File: config.mk
export PLATFORM = sky130hd
export DESIGN_NAME = instr_encoder_loader
export DESIGN_NICKNAME = d
export VERILOG_FILES = /design/src/rtl/riscv_pkg.sv /design/src/rtl/rv_instr_encoder.sv /design/src/rtl/instr_encoder_loader.sv
export SDC_FILE = /design/constraint.sdc
export NUM_CORES = 1
export LEC_CHECK = 0
export CORE_ASPECT_RATIO = 1.5
export CORE_MARGIN = 1.5
export CORE_UTILIZATION = 39
export DETAILED_ROUTE_END_ITERATION = 6
export PLACE_DENSITY = 0.76
export SETUP_SLACK_MARGIN = 0.15
export SLEW_MARGIN = 15
export SYNTH_ARGS = -nofsm -noshare
export SYNTH_HDL_FRONTEND = slang
export SYNTH_SLANG_ARGS = --single-unit
File: constraint.sdc
create_clock -name clk -period 1.7 [get_ports clk]
set_input_delay 0.17 -clock clk [delete_from_list [all_inputs] [get_ports clk]]
set_output_delay 0.17 -clock clk [all_outputs]
set_load 0.02 [all_outputs]
File: src/rtl/riscv_pkg.sv
// Opcode constants, instruction class codes and loader FSM states shared by
// the instruction encoder and the loader top.
package riscv_pkg;

  localparam logic [6:0] OP_RTYPE  = 7'b0110011;
  localparam logic [6:0] OP_LOAD   = 7'b0000011;
  localparam logic [6:0] OP_STORE  = 7'b0100011;
  localparam logic [6:0] OP_BRANCH = 7'b1100011;

  localparam logic [6:0] F7_BASE = 7'b0000000;
  localparam logic [6:0] F7_ALT  = 7'b0100000;

  localparam logic [1:0] CLS_R      = 2'b00;
  localparam logic [1:0] CLS_LOAD   = 2'b01;
  localparam logic [1:0] CLS_STORE  = 2'b10;
  localparam logic [1:0] CLS_BRANCH = 2'b11;

  typedef enum logic [1:0] {
    ST_IDLE  = 2'b00,
    ST_LOAD  = 2'b01,
    ST_WRITE = 2'b10,
    ST_DONE  = 2'b11
  } state_t;

endpackage

File: src/rtl/rv_instr_encoder.sv
// Combinational RV32I encoder for the R/LOAD/STORE/BRANCH classes; also flags
// a branch offset that is not 2-byte aligned (bit 0 is dropped from the word).
module rv_instr_encoder
  import riscv_pkg::*;
(
  input  logic [1:0]  cls,
  input  logic [2:0]  funct3,
  input  logic        funct7b5,
  input  logic [4:0]  rd,
  input  logic [4:0]  rs1,
  input  logic [4:0]  rs2,
  input  logic [12:0] imm,
  output logic [31:0] word,
  output logic        misalign
);

  always_comb begin
    word     = '0;
    misalign = 1'b0;
    case (cls)
      CLS_R:
        word = {(funct7b5 ? F7_ALT : F7_BASE), rs2, rs1, funct3, rd, OP_RTYPE};
      CLS_LOAD:
        word = {imm[11:0], rs1, funct3, rd, OP_LOAD};
      CLS_STORE:
        word = {imm[11:5], rs2, rs1, funct3, imm[4:0], OP_STORE};
      default: begin
        // B-type scatters the offset; imm[0] has no slot in the word
        word     = {imm[12], imm[10:5], rs2, rs1, funct3, imm[4:1], imm[11], OP_BRANCH};
        misalign = imm[0];
      end
    endcase
  end

endmodule

File: src/rtl/instr_encoder_loader.sv
// Loader session FSM: accepts field-level requests, encodes them and writes
// the words sequentially into instruction memory from address 0.
module instr_encoder_loader
  import riscv_pkg::*;
#(
  parameter int ADDR_W = 8
) (
  input  logic              clk,
  input  logic              reset,
  input  logic              Start,
  input  logic              InValid,
  output logic              InReady,
  input  logic [1:0]        InClass,
  input  logic [2:0]        InFunct3,
  input  logic              InFunct7b5,
  input  logic [4:0]        InRd,
  input  logic [4:0]        InRs1,
  input  logic [4:0]        InRs2,
  input  logic [12:0]       InImm,
  input  logic              InLast,
  output logic              MemWe,
  output logic [ADDR_W-1:0] MemAddr,
  output logic [31:0]       MemWdata,
  output logic [ADDR_W:0]   Count,
  output logic              Busy,
  output logic              Done,
  output logic              Err
);

  localparam logic [ADDR_W-1:0] ADDR_ONE  = 1;
  localparam logic [ADDR_W:0]   COUNT_ONE = 1;

  state_t      state;
  state_t      state_next;
  logic        last_held;
  logic [31:0] enc_word;
  logic        enc_misalign;
  logic        at_top;

  rv_instr_encoder u_enc (
    .cls      (InClass),
    .funct3   (InFunct3),
    .funct7b5 (InFunct7b5),
    .rd       (InRd),
    .rs1      (InRs1),
    .rs2      (InRs2),
    .imm      (InImm),
    .word     (enc_word),
    .misalign (enc_misalign)
  );

  // Current write targets the last memory word
  assign at_top = &MemAddr;

  always_ff @(posedge clk) begin
    if (reset) begin
      state     <= ST_IDLE;
      MemAddr   <= '0;
      MemWdata  <= '0;
      Count     <= '0;
      Err       <= 1'b0;
      last_held <= 1'b0;
    end else begin
      state <= state_next;
      case (state)
        ST_IDLE, ST_DONE: begin
          if (Start) begin
            MemAddr <= '0;
            Count   <= '0;
            Err     <= 1'b0;
          end
        end
        ST_LOAD: begin
          if (InValid) begin
            MemWdata  <= enc_word;
            last_held <= InLast;
            if (enc_misalign) Err <= 1'b1;
          end
        end
        default: begin
          Count <= Count + COUNT_ONE;
          // No wrap at the top: address stays put and a missing InLast is an overflow
          if (at_top) begin
            if (!last_held) Err <= 1'b1;
          end else begin
            MemAddr <= MemAddr + ADDR_ONE;
          end
        end
      endcase
    end
  end

  always_comb begin
    state_next = state;
    InReady    = 1'b0;
    MemWe      = 1'b0;
    Busy       = 1'b0;
    Done       = 1'b0;
    case (state)
      ST_IDLE: begin
        if (Start) state_next = ST_LOAD;
      end
      ST_LOAD: begin
        InReady = 1'b1;
        Busy    = 1'b1;
        if (InValid) state_next = ST_WRITE;
      end
      ST_WRITE: begin
        MemWe      = 1'b1;
        Busy       = 1'b1;
        state_next = (last_held || at_top) ? ST_DONE : ST_LOAD;
      end
      default: begin
        Done = 1'b1;
        if (Start) state_next = ST_LOAD;
      end
    endcase
  end

endmodule

Word-level counts from Yosys, hierarchy flattened
Index checks and enable logic that the tools add are counted.
{"block": "op_classes", "n_reduce_logical": 15, "div": 0, "addsub": 2, "n_eq_ne": 10, "shifts": 0, "n_mux": 22, "n_mul": 0, "order_cmp": 0, "bitwise_logic": 1}
{"op": "32-bit case mux with 3 select lines", "count": 1}
{"op": "9-bit case mux with 2 select lines", "count": 1}
{"op": "8-bit 2-to-1 mux", "count": 2}
{"op": "8-bit case mux with 2 select lines", "count": 1}
{"op": "1-bit 2-to-1 mux", "count": 10}
{"op": "9-bit by 1-bit adder with 9-bit output, second input constant", "count": 1}
{"op": "9-bit 2-to-1 mux", "count": 1}
{"op": "8-bit by 1-bit adder with 8-bit output, second input constant", "count": 1}
{"op": "8-bit AND reduction", "count": 1}
{"op": "2-bit == test, second input constant", "count": 3}
{"op": "2-bit 2-to-1 mux", "count": 3}
{"op": "6-bit 2-to-1 mux", "count": 1}
{"op": "2-bit != test, second input constant", "count": 3}
{"op": "2-bit AND reduction", "count": 3}
{"op": "3-bit nonzero test", "count": 2}
{"op": "3-bit OR reduction", "count": 2}
{"op": "5-bit AND reduction", "count": 1}
{"op": "2-bit by 1-bit == test with 1-bit output, second input constant", "count": 2}
{"op": "2-bit zero test", "count": 2}
{"op": "2-bit case mux with 2 select lines", "count": 1}
{"op": "2-bit OR reduction", "count": 2}
{"op": "3-bit by 1-bit != test with 1-bit output, second input constant", "count": 1}
{"op": "3-bit AND reduction", "count": 1}
{"op": "2-bit by 1-bit != test with 1-bit output, second input constant", "count": 1}
{"op": "other kinds (3)", "count": 3}
{"block": "word_totals", "register_bits": 53, "rom_bits": 0, "ram_bits": 0, "wordCells": 56, "out_inout_bits": 54, "n_memories": 0, "latchBits": 0}

Longest topological paths before layout
{"block": "logic_depth", "depth_word": 6, "ltp_mapped": 8, "depth_no_buf": 6}

Modules after synthesis
From an unflattened synthesis, not the netlist that was laid out.
{"block": "unflattened", "cells_unflattened": 312, "hier_area_um2": 2580.0}
{"module": "instr_encoder_loader", "seq_area_each_um2": 1061.0, "n_inst": 1, "cells_each": 271, "area_per_inst_um2": 2219.6}
{"module": "rv_instr_encoder", "seq_area_each_um2": 0.0, "n_inst": 1, "cells_each": 41, "area_per_inst_um2": 360.3}

Worst setup path before layout
OpenSTA, ideal clock, no wires.
{"block": "synth_timing", "path_kind": "register to register", "from": "register state[0]", "to": "register MemAddr[7]", "n_path_buf": 1, "stages_incl_launch_ff": 8, "t_arrival_ns": 1.688, "period_less_slack_ns": 1.754, "setup_slack_ns": -0.054, "cell_sequence": "dfxtp_1 -> inv_1 -> ha_1 -> buf_4 -> nand2b_2 -> o311ai_4 -> or4_1 -> a21oi_2"}
{"block": "synth_via", "elab_chain_len": 4}
{"element": "start, declared", "line": "instr_encoder_loader.sv:33", "text": "state_t state;"}
{"element": "start signal, assigned", "line": "instr_encoder_loader.sv:64", "text": "state <= state_next;"}
{"element": "2-bit == test or 2-bit zero test (tied branches)", "line": "instr_encoder_loader.sv:65", "text": "case (state)"}
{"element": "2-bit OR reduction", "line": "instr_encoder_loader.sv:65"}
{"element": "2-bit by 1-bit != test with 1-bit output (no source line) or 2-bit != test (tied branches)"}
{"element": "3-bit AND reduction (no source line)"}
{"element": "end signal, assigned", "line": "instr_encoder_loader.sv:86", "text": "MemAddr <= MemAddr + ADDR_ONE;"}
{"element": "end, declared", "line": "instr_encoder_loader.sv:22", "text": "output logic [ADDR_W-1:0] MemAddr,"}
Several ways; a longest one is shown, not always the timed one.
A chain may end at the register's enable or synchronous reset.

Worst setup path after layout
{"block": "layout_timing", "from": "register state[0]", "to": "register MemAddr[4]"}
Same word-level chain as after synthesis.

==> impl_metrics.toml <==
[floorplan]
die-area_sq_mm = 0.00634
die_w_microns = 65.5
row_count = 34
ioPinCount = 93
core_region_area_sq_mm = 0.00574
initial_core_util_pct = 39.8
die_height_microns = 96.8

[global_routing]
antenna_found_initial = 0
grt_max_degree = 25
gr-total-overflow = 0
grt_pass1_vias = 2182
grt_pass1_wl_microns = 10300
grt_use_total_pct = 20.4

[timing]
final_hold_viol_count = 0
fmax_mhz = 621
finalSetupTns_ns = 0
finalWorstSetupSlack_ns = 0.0907
min_period_over_period_pct = 94.7
skew_ns = 0.00626
period_minus_slack_ns = 1.61
setup-violations-final = 0
rsz0062_at_grt = "yes"
slew_violations = 0

[synthesis]
synth_compound_area_share_pct = 18.7
synth-seq-cells = 50
syn_avg_cell_area_sq_um = 8.59
synth_ff_type = "dfxtp_1"
synthMuxAreaShare_pct = 5.25
syn-cell-area_sq_mm = 0.00229
synth_top_family_by_area = "simple AND/OR/NAND/NOR gates"
synth_xor_area_share_pct = 1.53
async_flop_share_pct = 0
synth_top_area_share_pct = 43.8
ys_top_cells_by_count = "dfxtp_1 (50), nor2_1 (36), nand2_1 (29)"
ys_seq_area_share_pct = 43.8
yosysWarnings = 0
syn_inst = 266
synth-edff-count = 0
synth_area_leaders = "dfxtp_1 (44%), nor2_1 (5.9%), mux2i_1 (5.3%)"
synth-simple-area-share_pct = 21.7
synth_top_area_cell = "dfxtp_1"
synth.most_common_cell = "dfxtp_1"
synth_cell_types = 43
synth_fa_ha_area_share_pct = 3.28

[routing]
top_layer = "met4"
met3_length_microns = 351
drtAntennaViolNets = 0
drtPass1Iterations = 5
drcViolationCount = 0
vias_per_cell = 5.28
wl_met1_microns = 2730
wl_microns = 6850
wire_per_inst_microns = 15.1
routed-wl-met2_microns = 3620
dr_total_vias = 2392
first_iter_violations = 92

[place]
post-place-ws_ns = -0.0497
hpwl_microns = 4460
globalplace.congestion = 0.867
numPortBuffers = 90

[layout]
fillers = 452
nets = 425
multi_input_area_sq_mm = 0.00136
drive_gt1_share_pct = 23.9
diodes = 0
regArea_sq_mm = 0.00101
area_delta_synth_final_pct = 67.8

[clock_tree]
cts.reportedPaths.clkPinSlew_ns = 0.10
htreeDepth = 2
cts_buffers = 5
clock_path_buffers = 2
clkLatencyLatePin_ns = 0.31
cts_root_buffer = "clkbuf_8"
cts_sinks = 50
cts_tree = "yes"

[setup_path]
crit_path_cell_trace = "inv_2 -> ha_4 -> buf_12 -> o311ai_4 -> buf_4 -> o21ai_2 -> a21oi_2"
cp.arrival_ns = 1.86
cp-start-kind = "register"
max_stage_delay_ns = 0.35
cpMaxStageDelayCell = "dfxtp_2"
critPathCaptureType = "register"
cp.required_ns = 1.95
cp_num_buf_inv = 3
crit_family = "compound AO/OA/AOI/OAI gates"
worstSetupPathType = "reg2reg"
crit_fanout = 7

[power]
power_density_mw_per_mm2 = 788
leakagePower_nw = 1.59
vdd_drop_max_mv = 0.514

[outcome]
status = "complete, no violations"

[job]
maxCapViolations = 0

[hold_path]
hold_path_class = "in2reg"
==> per-stage QoR <==
| stage | total power [W] | utilization (%) | std cells | area (sq um) | hold slack (ns) |
|---|---|---|---|---|---|
| after global routing | 0.00315 | 66.8 | 453 | 3840 | 0.414 |
| after detailed placement | 0.00198 | 58.2 | 428 | 3340 | 0.449 |
| after global placement | 0.00197 | 58.2 | 428 | 3340 | 0.443 |
| after CTS | 0.00293 | 62.4 | 442 | 3580 | 0.389 |
| after floorplan | 0.00167 | - | 267 | 2300 | 0.306 |
| final | 0.00302 | 66.8 | 453 | 3840 | 0.391 |
==> metal layers <==
metal,up-vias,track usage [%]
met5,-,0
met4,0,8.01
met3,14,3.49
met2,82,35.6
met1,1133,24.3
li1,1163,-
==> report_power, final <==
group	internal (W)	total [W]	switching, W
Sequential	0.00123	0.00127	0.0000402
Clock	0.000447	0.000876	0.000429
Combinational	0.000450	0.000873	0.000423
==> cells in the final DEF (no fill, tap or decap), drive strengths merged, types with 2 or more instances in the layout <==
cell type | synthesis | layout
or2 | 2 | 2
o21ai | 11 | 11
nand3 | 11 | 11
xnor2 | 3 | 3
nor4 | 2 | 2
dfxtp | 50 | 50
or3 | 7 | 7
nand2 | 29 | 29
nand4 | 4 | 4
a21oi | 26 | 26
clkdlybuf4s50 | 0 | 73
o31ai | 2 | 2
o311ai | 1 | 2
a211oi | 14 | 14
nand2b | 2 | 2
dlymetal6s2s | 0 | 9
ha | 6 | 6
inv | 6 | 7
dlygate4sd2 | 0 | 6
mux2i | 12 | 12
a22oi | 6 | 6
buf | 13 | 35
clkbuf | 7 | 6
conb | 1 | 2
nor3 | 3 | 3
or4 | 3 | 3
nor2 | 36 | 36
==> logic make-up after synthesis <==
kind of cell / Yosys count
simple gates: 103
flops: 50
other cells: 1
buf+inv: 26
mux: 12
xor+xnor: 4
compound gates: 64
fa+ha+maj: 6
==> sequential cells by signal (all words and copies together), names as in the netlist <==
signal     flops
MemWdata      29
Count          9
MemAddr        8
state          2
Err            1
last_held      1
==> worst reg2reg max path, cell delays in order (launching register included) <==
cell	delay (ns)
dfxtp_2	0.35
inv_2	0.04
ha_4	0.29
buf_12	0.15
o311ai_4	0.33
buf_4	0.19
o21ai_2	0.06
a21oi_2	0.14
==> timing repair <==
action | 4_1_cts | 5_1_grt
pin swaps | 8 | 22
cloned | 2 | 0
hold buffers | 0 | 0
gates resized for setup | 25 | 46
setup endpoints to repair | 33 | 46
setup buffers | 4 | 11
==> final timing paths <==
check | start | endpoint | slack [ns] | cells past startpoint
worst max-delay path | state[0] | MemAddr[4] | 0.09 | 7
worst min-delay path | InRs1[4] | MemWdata[19] | 0.39 | 3
worst max register to register | state[0] | MemAddr[4] | 0.09 | 7
worst min register to register | MemWdata[18] | MemWdata[18] | 0.46 | 2
==> layout make-up <==
class / count / share of cell area (%)
clock inverters: 3 / 1.24
well taps: 72 / 2.35
multi-input cells: 192 / 35.3
inverters: 6 / 0.783
repair buffers: 125 / 32.3
clock buffers: 5 / 1.79
flip-flops and latches: 50 / 26.3
No activity file was read; power rests on OpenSTA's default activity.
==> patch (same settings) <==
Set the parameter `ADDR_W` to 6 (it was 8).
--- a/src/rtl/instr_encoder_loader.sv
+++ b/src/rtl/instr_encoder_loader.sv
@@ -3,7 +3,7 @@
 module instr_encoder_loader
   import riscv_pkg::*;
 #(
-  parameter int ADDR_W = 8
+  parameter int ADDR_W = 6
 ) (
   input  logic              clk,
   input  logic              reset,
Interface: changed (resized Count and MemAddr); port bits go from 93 to 89. The function was not compared with the original's and may differ.
==> patch against the original RTL <==
The run now ends with negative setup slack left. Total power decreased by 5.3%. Routed wire length shrank 13%. Sequential share of layout area is 0.85 points higher. Via count decreased by 9.9%. Cell count decreased by 8.6%. Fmax is 11% lower. First-iteration DRC count down 12%. Worst setup slack lost 190 ps. Clock power fell by 6.5%. Count of clock-buffer cells in the layout up 1. Design area is 11% lower. Sequential cell count is 4 lower. Area after synthesis shrank 11%. Combinational power down 3.2%. Critical path type unchanged. Largest cell class unchanged.
==> patch: results (changes against the original RTL) <==
Run status
  – Status: finished with violations
  – Failing checks: negative setup slack

Timing
  – Skew final: 9.77 ps (+3.51 ps)
  – Final setup fails: 2 (+2)
  – Final worst setup slack: -101 ps (-191 ps)

GRT
  – Pin count of the biggest net entering global routing: 36 (+44%)
  – First-pass GRT wire length: 8750 um (-15%)
  – Met3 Use GR: 4.70% (+1.2 points)
  – Vias in the first global route: 1975 (-9.5%)
  – Tot GR Track Use: 20.1% (-0.28 points)
  – GR Util met1: 24.0% (-0.29 points)

Yosys
  – Mux cell area share after synthesis: 3.00% (-2.3 points)
  – Seq/Total Area, Yosys: 45.1% (+1.3 points)
  – Synth top area cells: dfxtp_1, nand2_1, nor2_1
  – Xor-xnor portion of the synthesized cell area: 2.15% (+0.61 points)
  – Distinct cells, synth: 41 (-4.7%)

Final layout
  – Layout cells sized above 1: 19.7% (-4.2 points)
  – Layout fillers: 428 (-5.3%)
  – Nets: 390 (-8.2%)

Pwr
  – Total power: 2.86 mW (-5.3%)
  – Lkg Pwr: 1.37 nW (-14%)
  – Clock Power Share: 28.6% (-0.4 points)
  – IR drop worst, VDD: 611 uV (+19%)

Setup path
  – Arrival time worst endpoint: 2040 ps (+180 ps)
  – Slowest CP cell: or4_1
  – CP max stage delay: 430 ps (+80 ps)
  – Crit Path Max Fanout: 4 (-3)
  – Top Family by Delay on Critical Path: simple AND/OR/NAND/NOR gates

Route
  – Number of iterations in the first detailed-routing pass: 4 (-1)
  – DR WL/cell: 14.4 um (-4.6%)
  – Iteration-0 DRC Markers: 81 (-12%)

Placed design
  – Routability cong.: 0.815 (-6.0%)
  – HPWL after detailed placement: 4080 um (-8.4%)
[patch: changes by cell type after synthesis, moves of 4 or more]
cell	unedited run	this run
a21oi_2	5	0
o21ai_1	6	0
dfxtp_1	50	46
or3_1	7	1
nand2_1	29	39
a211oi_1	14	9
clkbuf_1	7	12
buf_2	7	0
nand3_1	10	4
a311oi_1	1	7
mux2i_1	12	5
[patch: layout make-up]
type	count	area [um2]	share of cell area [%]
clock buffer	6	72.6	2.12
clock inverter	2	36.3	1.06
inverter	6	22.5	0.658
multi-input combinational	176	1180	34.5
sequential	46	927	27.1
tap	68	85.1	2.49
timing repair buffer	110	1100	32.0
[patch: path summary, 6_finish.rpt]
kind                       end  slack (ps)  cells past startpoint
setup reg to reg    MemAddr[5]        -100                      6
hold / removal       last_held         410                      3
hold reg to reg   MemWdata[19]         460                      2
setup / recovery    MemAddr[5]        -100                      6
[patch: worst reg2reg max path, stage by stage (launching register included)]
cell	delay, ps
dfxtp_4	360
inv_2	40
ha_4	270
and4b_1	190
a211o_1	310
or4_1	430
a21oi_1	140
[patch: kinds of logic (layout without fill, tap and decap cells)]
family                     count (synthesis)  count (layout)
and+or+nand+nor                          101             101
AOI/OAI and AO/OA                         56              56
DFF                                       46              46
buffers and inverters                     24             124
adders and majority gates                  6               6
muxes                                      6               6
xor gates and xnor gates                   5               5
other                                      1               2
[patch: per-stage QoR]
stage	utilization, %	worst slack (ps)	std cells	TNS (ps)	hold slack (ps)
after floorplan	-	-48.2	246	-48.2	306
after global placement	61.6	-15.2	400	-15.2	441
after global routing	67.3	-151	414	-273	403
final	67.3	-101	414	-104	413
after CTS	64.7	-25.2	412	-25.2	402
after detailed placement	61.6	-40.5	400	-40.5	449
